<file path="config.mk">
export PLATFORM = sky130hd
export DESIGN_NAME = fp16_mult_arbiter
export DESIGN_NICKNAME = d
export VERILOG_FILES = /design/src/rtl/fp16_pkg.sv /design/src/rtl/fp16_mult_pipe.sv /design/src/rtl/fp16_mult_arbiter.sv
export SDC_FILE = /design/constraint.sdc
export NUM_CORES = 1
export LEC_CHECK = 0
export ABC_AREA = 1
export CORE_ASPECT_RATIO = 0.9
export CORE_UTILIZATION = 30
export CTS_CLUSTER_SIZE = 25
export DETAILED_ROUTE_END_ITERATION = 8
export MAX_ROUTING_LAYER = met4
export PLACE_DENSITY = 0.53
export SLEW_MARGIN = 20
export SYNTH_ARGS = -nofsm -noshare
export SYNTH_HDL_FRONTEND = slang
export SYNTH_SLANG_ARGS = --single-unit
</file>
<file path="constraint.sdc">
create_clock -name clk -period 23.8 [get_ports clk]
set_input_delay 7.14 -clock clk [delete_from_list [all_inputs] [get_ports clk]]
set_output_delay 7.14 -clock clk [all_outputs]
set_load 0.02 [all_outputs]
</file>
<file path="src/rtl/fp16_pkg.sv">
// Shared fp16 (1/5/10, bias 15) definitions used by the multiplier datapath and its arbiter.
package fp16_pkg;

  localparam int FP16_BIAS    = 15;
  localparam int FP16_EXP_W   = 5;
  localparam int FP16_MAN_W   = 10;
  localparam int FP16_EXP_MAX = 30;

  typedef logic [15:0] fp16_t;

  function automatic logic fp16_sign(input fp16_t w);
    return w[15];
  endfunction

  function automatic logic [FP16_EXP_W-1:0] fp16_exp(input fp16_t w);
    return w[14:10];
  endfunction

  function automatic logic [FP16_MAN_W-1:0] fp16_man(input fp16_t w);
    return w[9:0];
  endfunction

endpackage

</file>
<file path="src/rtl/fp16_mult_pipe.sv">
// Truncating fp16 multiplier, MULT_LAT register stages deep; valid and tag travel with the data.
module fp16_mult_pipe
  import fp16_pkg::*;
#(
  parameter int MULT_LAT = 3,
  parameter int TAG_W    = 2
) (
  input  logic             clk,
  input  logic             reset,
  input  logic             in_valid,
  input  logic [TAG_W-1:0] in_tag,
  input  fp16_t            a,
  input  fp16_t            b,
  output logic             out_valid,
  output logic [TAG_W-1:0] out_tag,
  output fp16_t            p,
  output logic             ovf,
  output logic             unf
);

  localparam logic signed [6:0] BIAS_S    = 7'(FP16_BIAS);
  localparam logic signed [6:0] EXP_MAX_S = 7'(FP16_EXP_MAX);

  logic [FP16_EXP_W-1:0] ea_s, eb_s;
  logic [21:0]           frac_s;
  logic signed [6:0]     exp_s;
  logic [9:0]            man_s;
  fp16_t                 res_s;
  logic                  ovf_s, unf_s;

  logic [MULT_LAT-1:0]   vld_r, ovf_r, unf_r;
  logic [TAG_W-1:0]      tag_r [MULT_LAT];
  fp16_t                 dat_r [MULT_LAT];

  // product, normalisation and exception classification, all ahead of stage 0
  always_comb begin
    ea_s   = fp16_exp(a);
    eb_s   = fp16_exp(b);
    frac_s = {1'b1, fp16_man(a)} * {1'b1, fp16_man(b)};
    exp_s  = $signed({2'b00, ea_s}) + $signed({2'b00, eb_s}) - BIAS_S;
    res_s  = 16'h0000;
    ovf_s  = 1'b0;
    unf_s  = 1'b0;
    if (frac_s[21]) begin
      man_s = frac_s[20:11];
      exp_s = exp_s + 7'sd1;
    end else begin
      man_s = frac_s[19:10];
    end
    // zero and subnormal inputs flush silently, before any range check
    if (ea_s == 5'd0 || eb_s == 5'd0) begin
      res_s = 16'h0000;
    end else if (exp_s < 7'sd1) begin
      unf_s = 1'b1;
    end else if (exp_s > EXP_MAX_S) begin
      ovf_s = 1'b1;
    end else begin
      res_s = {fp16_sign(a) ^ fp16_sign(b), exp_s[4:0], man_s};
    end
  end

  // pipeline shift; data and tag only advance behind a valid so the last stage holds
  always_ff @(posedge clk) begin
    if (reset) begin
      vld_r <= '0;
      ovf_r <= '0;
      unf_r <= '0;
      for (int i = 0; i < MULT_LAT; i++) begin
        tag_r[i] <= '0;
        dat_r[i] <= 16'h0000;
      end
    end else begin
      vld_r[0] <= in_valid;
      ovf_r[0] <= in_valid & ovf_s;
      unf_r[0] <= in_valid & unf_s;
      if (in_valid) begin
        tag_r[0] <= in_tag;
        dat_r[0] <= res_s;
      end
      for (int i = 1; i < MULT_LAT; i++) begin
        vld_r[i] <= vld_r[i-1];
        ovf_r[i] <= ovf_r[i-1];
        unf_r[i] <= unf_r[i-1];
        if (vld_r[i-1]) begin
          tag_r[i] <= tag_r[i-1];
          dat_r[i] <= dat_r[i-1];
        end
      end
    end
  end

  assign out_valid = vld_r[MULT_LAT-1];
  assign out_tag   = tag_r[MULT_LAT-1];
  assign p         = dat_r[MULT_LAT-1];
  assign ovf       = ovf_r[MULT_LAT-1];
  assign unf       = unf_r[MULT_LAT-1];

endmodule

</file>
<file path="src/rtl/fp16_mult_arbiter.sv">
// Round-robin front end that shares one pipelined fp16 multiplier among NUM_REQ PE lanes.
module fp16_mult_arbiter
  import fp16_pkg::*;
#(
  parameter int NUM_REQ  = 4,
  parameter int MULT_LAT = 3,
  parameter int ID_W     = $clog2(NUM_REQ)
) (
  input  logic                  clk,
  input  logic                  reset,
  input  logic [NUM_REQ-1:0]    req_valid,
  input  logic [NUM_REQ*16-1:0] req_a,
  input  logic [NUM_REQ*16-1:0] req_b,
  output logic [NUM_REQ-1:0]    req_ready,
  output logic                  rsp_valid,
  output logic [ID_W-1:0]       rsp_id,
  output logic [15:0]           rsp_data,
  output logic                  rsp_ovf,
  output logic                  rsp_unf,
  output logic [ID_W+1:0]       inflight
);

  logic [ID_W-1:0]    ptr_r, gidx_s;
  logic [NUM_REQ-1:0] grant_s;
  logic               issue_s;
  fp16_t              a_s, b_s;
  logic [ID_W+1:0]    inflight_r;

  // rotating-priority grant: first valid lane at or after ptr_r, wrapping
  always_comb begin
    int  idx;
    logic found;
    grant_s = '0;
    gidx_s  = '0;
    a_s     = 16'h0000;
    b_s     = 16'h0000;
    found   = 1'b0;
    idx     = 0;
    for (int k = 0; k < NUM_REQ; k++) begin
      idx = int'(ptr_r) + k;
      if (idx >= NUM_REQ) begin
        idx = idx - NUM_REQ;
      end else begin
        idx = idx;
      end
      if (!found && !reset && req_valid[idx]) begin
        found        = 1'b1;
        grant_s[idx] = 1'b1;
        gidx_s       = ID_W'(idx);
        a_s          = req_a[16*idx +: 16];
        b_s          = req_b[16*idx +: 16];
      end else begin
        found = found;
      end
    end
    issue_s = found;
  end

  assign req_ready = grant_s;

  // pointer moves past the winner; holds when nothing was granted
  always_ff @(posedge clk) begin
    if (reset) begin
      ptr_r <= '0;
    end else if (issue_s) begin
      ptr_r <= (gidx_s == ID_W'(NUM_REQ - 1)) ? '0 : gidx_s + 1'b1;
    end
  end

  // occupancy: +1 on issue, -1 on retire, unchanged when both or neither
  always_ff @(posedge clk) begin
    if (reset) begin
      inflight_r <= '0;
    end else begin
      case ({issue_s, rsp_valid})
        2'b10:   inflight_r <= inflight_r + 1'b1;
        2'b01:   inflight_r <= inflight_r - 1'b1;
        default: inflight_r <= inflight_r;
      endcase
    end
  end

  assign inflight = inflight_r;

  fp16_mult_pipe #(
    .MULT_LAT (MULT_LAT),
    .TAG_W    (ID_W)
  ) u_pipe (
    .clk       (clk),
    .reset     (reset),
    .in_valid  (issue_s),
    .in_tag    (gidx_s),
    .a         (a_s),
    .b         (b_s),
    .out_valid (rsp_valid),
    .out_tag   (rsp_id),
    .p         (rsp_data),
    .ovf       (rsp_ovf),
    .unf       (rsp_unf)
  );

endmodule

</file>
==> out/qor.log, run 1 <==
INFO  die            die_w=210um
INFO  logic_synthesis share_of_synthesized_cell_area_in_full_adder_half_adder_and_majority_cells=0.220
INFO  global_routing grt_pass1_vias=11200
INFO  logic_synthesis yosysSeqAreaShare=0.165
INFO  logic_synthesis synth-edff-count=54
INFO  finish         number_of_nets_at_the_end_of_the_flow=2104
INFO  cts            cts.hold.buffers_added=0
INFO  worst_setup_path regToRegSetupSlack=13120ps
INFO  worst_setup_path r2r_cells=39
INFO  logic_synthesis yosysMostFrequentCell=nand2_1
INFO  die            floorplan.core_area=38300squm
INFO  logic_synthesis synth_compound_gate_area_share=0.169
INFO  global_routing grt_first_pass_wirelength=57.1mm
INFO  hold_path      hp-class=reg2reg
INFO  finish         post_route_cells_drive_above_1_share=0.0594
INFO  cts            h_tree_lvl_count=3
INFO  global_routing grt_util_met1=0.241
INFO  global_routing globalRouteOverflowTotal=0
INFO  hold_path      min_delay_path_depth=2
INFO  worst_setup_path arrival_time_of_data_at_the_critical_path_endpoint=10100ps
INFO  worst_setup_path path_max_fanout=20
INFO  logic_synthesis post_synth_main_area_contributors=nand2_1 (16%), edfxtp_1 (14%), fa_1 (14%)
INFO  global_routing grtUsageMet2=0.297
INFO  finish         number_of_inserted_diodes=0
INFO  worst_setup_path r2r_start=ptr_r[1]
INFO  logic_synthesis synth.top_cell.area_share=0.161
INFO  worst_setup_path path_class=in2out
INFO  run_status     status=complete, no violations
INFO  route          ant_nets=0
INFO  sta            fin_crit=17240ps
INFO  global_routing grt_peak_use_layer=met2
INFO  logic_synthesis dominantRegCellSynth=edfxtp_1
INFO  placed_design  place.port_buffers=162
INFO  finish         area_growth_syn_to_fin=17.8%
INFO  cts            cts-buffers-inserted=9
INFO  worst_setup_path endpoint_kind=output port
INFO  route          remaining_drc_errors=0
INFO  cts            post_cts_setup_inserts=0
INFO  cts            clkLatencyLatePin=330ps
INFO  logic_synthesis synth.yosys.warnings=0
INFO  die            fp.dieH=189um
INFO  logic_synthesis multiplexer_fraction_of_the_synthesized_cell_area=0.0120
INFO  logic_synthesis asyncSetResetFlopFracSynth=0
INFO  die            initial_utilization=0.304
INFO  hold_path      worst_hold_path.endpoint=u_pipe.ovf_r[1]
INFO  global_routing use_met3=0.0153
INFO  hold_path      holdCritStartpoint=u_pipe.ovf_r[0]
INFO  logic_synthesis combinational_family_with_the_most_area_after_synthesis=simple AND/OR/NAND/NOR gates
INFO  logic_synthesis synthesis.area_per_instance=6.75squm
INFO  die            dieArea=39600squm
INFO  logic_synthesis synth-xor-area-share=0.0150
INFO  global_routing maximum_number_of_pins_on_one_net_before_global_route_repair=93
INFO  logic_synthesis nets_in_the_synthesized_netlist=2015
INFO  cts            cts.path.max_buffers=2
INFO  global_routing global_route.usage.total=0.181
INFO  sta            rsz0062_at_grt=false
INFO  sta            setup-tns-final=0ps
INFO  logic_synthesis yosys_register_bits=69
INFO  route          detail_route.wirelength=34.2mm
INFO  logic_synthesis synth_area_leader_cell=nand2_1
INFO  cts            cts.repair.resized=0
INFO  sta            timing_worst_slew_pin_value=1020ps
INFO  die            io_pins=163
INFO  cts            numClockSinks=69
INFO  sta            max_clock_freq=58.0MHz
INFO  sta            setup_viol_count_final=0
INFO  sta            final.period_utilization=0.724
INFO  logic_synthesis post_synth_inst_count=1725
INFO  global_routing grt_antenna_before_repair=0
INFO  logic_synthesis number_of_distinct_library_cells_after_synthesis=60
INFO  route          drt-wirelength-per-cell=14.8um
INFO  sta            finalHoldViolations=0
INFO  cts            worst_setup_hold_path_clk_slew=50ps
INFO  worst_setup_path required=16660ps
INFO  sta            final_max_slew_viol_count=0
INFO  sta            finClkSkew=7.41ps
INFO  placed_design  place.detailed.hpwl=26.9mm
INFO  cts            cts_root_buffer=clkbuf_16
INFO  placed_design  place_inst=2293
INFO  flow_run       max_cap_violations=0
INFO  worst_setup_path cp-start-kind=input pin
INFO  die            fp-row-count=68
INFO  logic_synthesis synth_common_cells=nand2_1 (498), inv_1 (294), o21ai_0 (151), nor2_1 (105), fa_1 (81)
INFO  placed_design  gp_routability_congestion=0.867
INFO  cts            clock_tree_from_tritoncts=yes
INFO  route          dr.pass1.iters=5
INFO  worst_setup_path regToRegEndpoint=u_pipe.dat_r[0][2]
INFO  finish         finish.cell_count_without_fillers=2309
INFO  route          dr.first_iter.drc_count=669
INFO  route          dr_total_vias=11200
INFO  route          drt-vias-per-instance=4.86
INFO  logic_synthesis synth_simple_gate_area_frac=0.274
INFO  logic_synthesis post_synth_instance_area=11600squm
INFO  sta            max-slew-margin-rel=0.319
worst max-delay path, stage by stage:
cell and delay [ps]:
clkdlybuf4s50_1 740, clkinv_2 330, o211ai_2 200, and3_1 200, buf_4 270, inv_1 120, buf_4 230, o221ai_1 190
clkdlybuf4s50_1 650
cell families after synthesis:
kind of cell / after synthesis
buffers and inverters: 399
adders and majority gates: 156
muxes: 14
DFF: 69
xor gates and xnor gates: 20
AOI/OAI and AO/OA: 325
and+or+nand+nor: 742
cell usage in the layout, fill, tap and decap left out, types with 14 or more instances in the layout:
| cell type | instances |
|---|---|
| nor2_2 | 14 |
| o21ai_1 | 15 |
| mux2i_1 | 14 |
| inv_1 | 293 |
| nand2_2 | 18 |
| edfxtp_1 | 54 |
| a21oi_1 | 52 |
| a211oi_1 | 20 |
| o2111ai_1 | 19 |
| o21ai_0 | 149 |
| nand2_1 | 497 |
| nor3_1 | 14 |
| ha_1 | 74 |
| fa_1 | 81 |
| nor2_1 | 105 |
| clkdlybuf4s50_1 | 162 |
| nand3_1 | 46 |
registers in the layout, summed over array words and instances, names as in the netlist, named ones only:
signal,flops
u_pipe.dat_r,48
u_pipe.tag_r,6
inflight,4
u_pipe.ovf_r,3
u_pipe.unf_r,3
u_pipe.vld_r,3
ptr_r,1
final cells by class:
cell class | count | area [sq um]
Multi-Input combinational cell | 1257 | 8040
Inverter | 302 | 1140
Timing Repair Buffer | 175 | 1720
Clock buffer | 9 | 225
Tap cell | 490 | 613
Clock inverter | 7 | 41.3
Sequential cell | 69 | 1930
Fill cell | 4088 | 24600
per-layer routing:
metal	wire, um	share of wire
met2	15800	0.46
met4	416	0.012
met3	1630	0.048
met1	16400	0.48
met5	0	0
stage by stage:
stage | setup WS, ps | cell area, sq um | hold WS, ps | utilization
final | 6560 | 13700 | 405 | 0.358
after global routing | 6400 | 13700 | 427 | 0.358
after CTS | 6590 | 13700 | 410 | 0.358
after detailed placement | 6620 | 13400 | 400 | 0.351
after global placement | 6630 | 13400 | 404 | 0.351
after floorplan | 7810 | 11600 | 388 | -
worst max-delay path by stage:
| stage | depth (start not counted) | from | to |
|---|---|---|---|
| global route | 9 | reset | req_ready[1] |
| floorplan | 10 | reset | req_ready[3] |
| global placement | 9 | reset | req_ready[2] |
| finish | 9 | reset | req_ready[1] |
| CTS | 9 | reset | req_ready[1] |
| detailed placement | 9 | reset | req_ready[1] |
Power of run 1 is left out: the tool's default activity adds up to more than one toggle a clock period on the data nets, which glitch-free logic cannot reach.
==> run 2: changes to the inputs <==
Clock period 23.8 ns to 17.2 ns, I/O delays scaled along.
==> out/qor.log, run 2 (synthesis results as in run 1) <==
INFO  worst_setup_path critical-path-slowest-cell=fa_1
INFO  finish         number_of_nets_at_the_end_of_the_flow=2105 [+0.048%]
INFO  die            fp.dieH=189um [unchanged]
INFO  die            fp-row-count=68 [unchanged]
INFO  cts            cts-buffers-inserted=9 [unchanged]
INFO  finish         number_of_flip_flops_under_the_largest_register_name=48 [unchanged]
INFO  finish         layout_commonest_cell=nand2_1
INFO  global_routing grt_first_pass_wirelength=58.3mm [+2.1%]
INFO  sta            fin_crit=13780ps
INFO  finish         mostFrequentLayoutCells=nand2_1 (497), inv_1 (293), clkdlybuf4s50_1 (162), o21ai_0 (151), nor2_1 (105)
INFO  die            die_w=210um [unchanged]
INFO  route          drt-wirelength-per-cell=15.3um [+3.2%]
INFO  run_status     status=complete, no violations
INFO  global_routing grt_peak_use_layer=met2
INFO  global_routing global_route.usage.total=0.187 [+0.00654]
INFO  die            io_pins=163 [unchanged]
INFO  finish         post_route_cells_drive_above_1_share=0.0610 [+0.00162]
INFO  worst_setup_path worst_path_most_repeated_cell=fa_1
INFO  sta            setup_viol_count_final=0 [unchanged]
INFO  cts            cts.path.max_buffers=2 [unchanged]
INFO  sta            finClkSkew=3.67ps [-3.74 ps]
INFO  hold_path      min_delay_path_depth=2 [unchanged]
INFO  worst_setup_path path_class=in2reg
INFO  global_routing use_met3=0.0202 [+0.00498]
INFO  worst_setup_path cp-start-kind=input pin
INFO  placed_design  place.port_buffers=162 [unchanged]
INFO  cts            clock_tree_from_tritoncts=yes
INFO  route          drt-vias-per-instance=4.92 [+1.3%]
INFO  cts            h_tree_lvl_count=3 [unchanged]
INFO  route          dr.pass1.iters=6 [+1]
INFO  flow_run       max_cap_violations=0 [unchanged]
INFO  global_routing grt_pass1_vias=11200 [+0.60%]
INFO  sta            rsz0062_at_grt=false
INFO  global_routing maximum_number_of_pins_on_one_net_before_global_route_repair=85 [-8.6%]
INFO  global_routing grt_util_met1=0.251 [+0.0103]
INFO  route          remaining_drc_errors=0 [unchanged]
INFO  sta            finalHoldViolations=0 [unchanged]
INFO  cts            cts_root_buffer=clkbuf_16
INFO  placed_design  dpl-instance-area=13400squm [about the same]
INFO  worst_setup_path arrival_time_of_data_at_the_critical_path_endpoint=13850ps [+3750 ps]
INFO  finish         design_area=13700squm [+0.30%]
INFO  die            floorplan.core_area=38300squm [unchanged]
INFO  cts            cts.hold.buffers_added=0 [unchanged]
INFO  finish         top_register=u_pipe.dat_r
INFO  sta            final.period_utilization=0.801
INFO  global_routing grtUsageMet2=0.300 [+0.00294]
INFO  cts            cts.repair.resized=0 [unchanged]
INFO  sta            final_max_slew_viol_count=0 [unchanged]
INFO  die            initial_utilization=0.304 [unchanged]
INFO  placed_design  place.detailed.hpwl=27.9mm [+4.0%]
INFO  sta            max_clock_freq=72.6MHz
INFO  worst_setup_path endpoint_kind=flip-flop
INFO  sta            setup-tns-final=0ps [unchanged]
INFO  route          dr.first_iter.drc_count=869 [+30%]
INFO  die            dieArea=39600squm [unchanged]
INFO  global_routing grt_antenna_before_repair=0 [unchanged]
INFO  finish         number_of_inserted_diodes=0 [unchanged]
INFO  sta            max-slew-margin-rel=0.457 [+0.138]
INFO  worst_setup_path crit_path_max_incr_delay=650ps [-90 ps]
INFO  route          dr_total_vias=11400 [+1.3%]
INFO  sta            timing_worst_slew_pin_value=808ps [-211 ps]
INFO  cts            post_cts_setup_inserts=0 [unchanged]
INFO  worst_setup_path path_max_fanout=18 [-10%]
INFO  cts            numClockSinks=69 [unchanged]
INFO  route          detail_route.wirelength=35.3mm [+3.2%]
INFO  worst_setup_path r2r_cells=38 [-2.6%]
INFO  finish         area_growth_syn_to_fin=18.1%
INFO  global_routing globalRouteOverflowTotal=0 [unchanged]
INFO  placed_design  gp_routability_congestion=0.853 [-1.6%]
INFO  cts            worst_setup_hold_path_clk_slew=50ps [about the same]
INFO  worst_setup_path required=17270ps [+610 ps]
INFO  route          ant_nets=0 [unchanged]
INFO  cts            clkLatencyLatePin=330ps [about the same]
INFO  hold_path      hp-class=reg2reg
[run 2: per-stage QoR]
stage	instances	utilization	hold WS, ps	setup slack (ps)
after global placement	2294	0.351	398	3320
after floorplan	1725	-	388	5010
final	2310	0.359	402	3420
after global routing	2310	0.359	433	2780
after CTS	2310	0.359	403	3490
after detailed placement	2294	0.351	396	3130
[run 2: per-layer routing]
metal  wire length, um  share of wire
met4               579          0.016
met3              2210          0.063
met2             16100           0.45
met1             16500           0.47
met5                 0              0
[run 2: path summary, 6_finish.rpt]
kind	startpoint	endpoint	slack [ps]
setup / recovery	reset	u_pipe.dat_r[0][5]	3420
hold / removal	u_pipe.unf_r[0]	u_pipe.unf_r[1]	400
setup reg to reg	flip-flop	u_pipe.dat_r[0][5]	7050
hold reg to reg	u_pipe.unf_r[0]	u_pipe.unf_r[1]	400
[run 2: worst max-delay path: cells and delay by family]
kind	cells	cell delay (ps)
AO/OA/AOI/OAI	8	1810
adder cells (fa/ha/maj)	6	3150
buffers and inverters	5	1560
AND/OR/NAND/NOR	14	2140
[run 2: final cells by class]
| cell class | instances | area, sq um |
|---|---|---|
| Timing Repair Buffer | 176 | 1730 |
| Clock buffer | 9 | 225 |
| Inverter | 302 | 1140 |
| Fill cell | 4039 | 24500 |
| Clock inverter | 7 | 75.1 |
| Tap cell | 490 | 613 |
| Sequential cell | 69 | 1930 |
| Multi-Input combinational cell | 1257 | 8040 |
Power of run 2 is left out for the same reason.
